==> src/rtl/cdb_writeback.sv <==
// Writeback stage: round-robin arbitration of FU results onto a registered CDB,
// register-file write on tag match, and the rd -> producing-tag status table.
module cdb_writeback #(
  parameter int NUM_SRC = 3,
  parameter int TAG_W   = 4,
  parameter int XLEN    = 32
) (
  input  logic                     clk,
  input  logic                     rst_n,
  input  logic [NUM_SRC-1:0]       src_valid,
  output logic [NUM_SRC-1:0]       src_ready,
  input  logic [NUM_SRC*TAG_W-1:0] src_tag,
  input  logic [NUM_SRC*XLEN-1:0]  src_data,
  input  logic                     issue_valid,
  input  logic [4:0]               issue_rd,
  input  logic [TAG_W-1:0]         issue_tag,
  input  logic                     flush,
  output logic                     cdb_valid,
  output logic [TAG_W-1:0]         cdb_tag,
  output logic [XLEN-1:0]          cdb_data,
  output logic                     Reg_writevalid,
  output logic [4:0]               Reg_writeaddr,
  output logic [31:0]              Reg_writedata,
  input  logic [4:0]               qry_addr1,
  output logic                     qry_busy1,
  output logic [TAG_W-1:0]         qry_tag1,
  input  logic [4:0]               qry_addr2,
  output logic                     qry_busy2,
  output logic [TAG_W-1:0]         qry_tag2
);

  localparam int RR_W = (NUM_SRC > 1) ? $clog2(NUM_SRC) : 1;

  logic [31:0]       busy_q, busy_d;
  logic [TAG_W-1:0]  tag_q [32];
  logic [TAG_W-1:0]  tag_d [32];
  logic              s1_valid_q, s1_valid_d;
  logic [TAG_W-1:0]  s1_tag_q, s1_tag_d;
  logic [XLEN-1:0]   s1_data_q, s1_data_d;
  logic [RR_W-1:0]   rr_q, rr_d;

  logic              found;
  logic              grant_ok;
  logic [RR_W-1:0]   cand;
  logic [RR_W-1:0]   gidx;
  logic [TAG_W-1:0]  sel_tag;
  logic [XLEN-1:0]   sel_data;
  logic              wb_hit;
  logic [4:0]        wb_addr;

  // Search starts one past the last winner so every requester is served in turn.
  always_comb begin
    found = 1'b0;
    cand  = '0;
    gidx  = rr_q;
    for (int k = 1; k <= NUM_SRC; k++) begin
      cand = RR_W'((int'(rr_q) + k) % NUM_SRC);
      if (!found && src_valid[cand]) begin
        found = 1'b1;
        gidx  = cand;
      end
    end
    grant_ok  = found & rst_n & ~flush;
    src_ready = '0;
    sel_tag   = '0;
    sel_data  = '0;
    for (int i = 0; i < NUM_SRC; i++) begin
      if (gidx == RR_W'(i)) begin
        sel_tag      = src_tag[i*TAG_W +: TAG_W];
        sel_data     = src_data[i*XLEN +: XLEN];
        src_ready[i] = grant_ok;
      end
    end
  end

  // Descending scan so the lowest matching register wins.
  always_comb begin
    wb_hit  = 1'b0;
    wb_addr = '0;
    for (int r = 31; r >= 1; r--) begin
      if (s1_valid_q && busy_q[r] && (tag_q[r] == s1_tag_q)) begin
        wb_hit  = 1'b1;
        wb_addr = 5'(r);
      end
    end
    Reg_writevalid = wb_hit & ~flush;
    Reg_writeaddr  = Reg_writevalid ? wb_addr : 5'd0;
    Reg_writedata  = Reg_writevalid ? 32'(s1_data_q) : 32'd0;
  end

  // Issue is applied after the writeback clear so a same-cycle rename wins.
  always_comb begin
    busy_d = busy_q;
    tag_d  = tag_q;
    if (flush) begin
      busy_d = '0;
    end else begin
      if (wb_hit) busy_d[wb_addr] = 1'b0;
      if (issue_valid && (issue_rd != 5'd0)) begin
        busy_d[issue_rd] = 1'b1;
        tag_d[issue_rd]  = issue_tag;
      end
    end
    s1_valid_d = grant_ok;
    s1_tag_d   = grant_ok ? sel_tag : '0;
    s1_data_d  = grant_ok ? sel_data : '0;
    rr_d       = grant_ok ? gidx : rr_q;
  end

  always_ff @(posedge clk or negedge rst_n) begin
    if (!rst_n) begin
      busy_q     <= '0;
      for (int i = 0; i < 32; i++) tag_q[i] <= '0;
      s1_valid_q <= 1'b0;
      s1_tag_q   <= '0;
      s1_data_q  <= '0;
      rr_q       <= RR_W'(NUM_SRC - 1);
    end else begin
      busy_q     <= busy_d;
      for (int i = 0; i < 32; i++) tag_q[i] <= tag_d[i];
      s1_valid_q <= s1_valid_d;
      s1_tag_q   <= s1_tag_d;
      s1_data_q  <= s1_data_d;
      rr_q       <= rr_d;
    end
  end

  assign cdb_valid = s1_valid_q;
  assign cdb_tag   = s1_tag_q;
  assign cdb_data  = s1_data_q;

  assign qry_busy1 = busy_q[qry_addr1] & (qry_addr1 != 5'd0);
  assign qry_tag1  = (qry_addr1 == 5'd0) ? '0 : tag_q[qry_addr1];
  assign qry_busy2 = busy_q[qry_addr2] & (qry_addr2 != 5'd0);
  assign qry_tag2  = (qry_addr2 == 5'd0) ? '0 : tag_q[qry_addr2];

endmodule

==> config.mk <==
export PLATFORM = sky130hd
export DESIGN_NAME = cdb_writeback
export DESIGN_NICKNAME = d
export VERILOG_FILES = /design/src/rtl/cdb_writeback.sv
export SDC_FILE = /design/constraint.sdc
export NUM_CORES = 1
export LEC_CHECK = 0
export ABC_AREA = 0
export CORE_ASPECT_RATIO = 1.4
export CORE_MARGIN = 4
export CORE_UTILIZATION = 35
export CTS_CLUSTER_DIAMETER = 200
export DETAILED_ROUTE_END_ITERATION = 16
export PLACE_DENSITY = 0.62
export SETUP_SLACK_MARGIN = 0.05
export SYNTH_ARGS = -nofsm -noshare
export SYNTH_HDL_FRONTEND = slang
export SYNTH_SLANG_ARGS = --single-unit
==> constraint.sdc <==
create_clock -name clk -period 4.4 [get_ports clk]
set_clock_uncertainty 0.2 [all_clocks]
set_input_delay 1.1 -clock clk [delete_from_list [all_inputs] [get_ports clk]]
set_output_delay 1.1 -clock clk [all_outputs]
set_load 0.02 [all_outputs]
==> run metrics <==
sequential-to-total area share from yosys stat 36.72%; clock latency on the worst-skew pair 0.47 ns; Worst Hold Margin 0.2013 ns; CORE AREA 0.03839 mm²; final setup fails 37; critical path capture point type output port; Die ar. 0.04202 mm²; Clock Tree Buf Depth 2; area of the multi-input gates 0.008482 mm²; Post-Synth Adder-Cell Area 0.2583%; initial antenna violation count 0; Synth Area in Compound Gates 9.869%; Syn Inst Count 1179; remaining global-route overflow 0; max-slew violation count 0; Setup TNS -8.524 ns; Worst Path Buf+Inv 5; post-synthesis simple-gate area fraction 12.40%; antenna fix cells 0; Synth Area in XOR/XNOR 6.383%; CP Data Required Time 3.10 ns; Final Cycle Share 106.0%; combinational family with the most area after synthesis multiplexers; CTS tree done; hold_buf cts 0; CTS buffer count 17; cell row count 85; Synth Cell Area 0.01357 mm²; Peak VDD IR 304.2 µV; DRT Pass-1 Iters 5; violated checks setup timing; wire per inst 27.03 µm; worst slew pin tran 0.8838 ns; ys flop type dfrtp_1; fmax 0.2144 GHz; routed via count 12.27k; Port Buf Inserts 221; syn_area_per_cell 11.51 µm²; crit path max fanout 16; first-pass GRT wire length 83810 µm; die height 240.9 µm; leakage power 0.008492 µW; largest net degree at the start of global routing 143; number of global-route vias before repair 13.36k; headroom to the max-slew limit 41.08%; post-DR vias/cell 5.914; layout cells sized above 1 42.69%; CP top delay family simple AND/OR/NAND/NOR gates; Hold Vio Cnt, Final 0; Power per Cell Area 408.1 mW/mm²; Final HPWL DP 41630 µm; Tmin final 4.664 ns; Max Cap Viol 0; CP max stage cell or4_4; Storage cell area 0.004986 mm²; Distinct cells, synth 71; final setup margin -0.2637 ns; DR DRC count 0; RSZ-0062 raised after global routing true; filler cell count 3438; CTS Root Cell clkbuf_16; WP data arrival 3.36 ns; Routed Wire Length 56100 µm; ys async rst share 100.0%; starting density of the core 35.33%; Largest stage delay, worst path 0.57 ns; Setup Crit Path Kind reg2out; clock sinks 199; Synth Warn # 0; overall routing resource usage 26.59%; worst min path class reg2reg; Post-synth EDFFs 0; number of routed nets with antenna violations 0; CP cell instances buf_12, buf_12, buf_12, o221ai_2, or3_1, nand4bb_1, or4_4, o31a_4, buf_16, and2_4, buf_6; io pins 222; RePlAce Congestion 0.9898; synthesis-to-finish area growth 40.97%; floorplan die width 174.4 µm; H-Tree Depth 4; flip-flop and latch count after synthesis 199; Nets 1676; most frequent CP cell buf_12; outcome finished, violations left; Reg clk slew, reported paths 0.08 ns; syn_nets 1315; mux cell area share after synthesis 29.87%; startpoint class of the critical path flop; number of DRC markers in iteration 0 784
[cells in the mapped netlist (14+ instances only)]
cell type / n / share of area, %
dfrtp_1: 198 / 37
mux2_2: 150 / 12
mux4_2: 100 / 17
nor2_1: 89 / 2.5
xor2_1: 72 / 4.6
clkbuf_1: 63 / 1.7
nand2_1: 54 / 1.5
a22oi_1: 45 / 2.5
and2_1: 39 / 1.8
a21oi_1: 38 / 1.4
nor3_1: 29 / 1.1
xnor2_1: 25 / 1.6
inv_1: 22 / 0.61
a31oi_1: 18 / 0.83
nand2b_1: 16 / 0.74
nand4_1: 14 / 0.65
o211ai_1: 14 / 0.77
[stage by stage]
step	cell area (µm²)	setup WS, ns	std cells	power (µW)	utilization [%]
detailed placement	17390	-0.4006	2002	5842	45.31
finish	19120	-0.2637	2075	7804	49.81
CTS	18790	-0.2349	2062	7671	48.95
global placement	17390	-0.3725	2002	5800	45.31
floorplan	13570	0.08876	1179	4416	-
global route	19120	-0.3608	2075	8167	49.81
[repair_timing]
| action | CTS | global route |
|---|---|---|
| buffers inserted | 20 | 15 |
| gates resized for setup | 340 | 38 |
| pin swaps | 43 | 20 |
| cloned | 9 | 0 |
| endpoints found under the setup margin | 51 | 44 |
[placed cells by master (no fill, tap or decap), drive strengths merged, types with 5 or more instances in the layout]
master         Yosys  routed
xnor2             25      25
and2              39      39
clkdlybuf4s50      0     161
mux2i             11      11
clkinvlp           0       5
nand4             17      17
or3                5       5
buf               30     263
o21ai             10      10
mux4             100     100
nand2             54      54
xor2              73      73
a21oi             38      38
mux2             150     150
a22o               8       8
o211ai            14      14
nor3              29      29
a41oi              5       5
nor2              89      89
or4               11      11
a31oi             18      18
a22oi             45      45
nand3             11      11
o221ai            10      10
clkbuf            63      18
and4               6       6
nor2b              6       6
inv               24      29
nor4              11      11
dfrtp            198     198
nand2b            16      16
[worst paths after layout]
kind                            startpoint                end  slack, ns  cells past startpoint
worst max register to register  cdb_tag[0]         busy_q[27]       0.36                     14
worst min register to register  tag_q[125]         tag_q[125]       0.20                      0
max in group asynchronous            rst_n         cdb_tag[0]       2.04                      3
worst min-delay path            tag_q[125]         tag_q[125]       0.20                      0
min in group asynchronous            rst_n       cdb_data[19]       0.60                      2
worst max-delay path            cdb_tag[0]  Reg_writedata[15]      -0.26                     11
[sequential cells by signal, summed over array words and instances, names as in the netlist]
signal	cells
cdb_tag	4
cdb_valid	1
busy_q	32
tag_q	128
rr_q	2
cdb_data	32
[worst register-to-register path, cell delays in order (launching register included)]
cell,delay [ns]
dfrtp_2,0.40
buf_12,0.12
clkinvlp_4,0.10
buf_6,0.16
o2bb2ai_4,0.14
or4_4,0.56
buf_4,0.15
o211ai_1,0.44
a211oi_2,0.22
buf_4,0.18
buf_4,0.12
o211a_1,0.23
a2111oi_4,0.54
buf_4,0.26
a31oi_1,0.09
[layout make-up]
cell class,instances,share of cell area [%]
clock buffers,17,2.225
clock inverters,15,0.8571
inverters,24,0.4907
multi-input cells,863,44.35
flip-flops and latches,199,26.07
well taps,522,3.415
repair buffers,435,22.59
[power breakdown]
group / internal, µW / switching (µW) / leakage [µW]
registers: 2080 / 349 / 0.00266
logic: 1860 / 1910 / 0.00556
clock network: 804 / 803 / 0.000276
total: 4740 / 3060 / 0.00849
[cells by family after synthesis]
family	Yosys count
AOI/OAI and AO/OA	184
xor gates and xnor gates	98
adders and majority gates	3
buffers and inverters	117
DFF	199
muxes	261
and+or+nand+nor	317
[per-layer routing]
layer  vias up  GRT usage [%]  wire length, µm
li1       5175              -                -
met1      6113          28.44            19260
met2       793          46.91            28090
met3       190          6.315             4684
met4         0          17.62             4060
met5         -              0                0
Note: power is estimated with default switching activity, not from simulation.
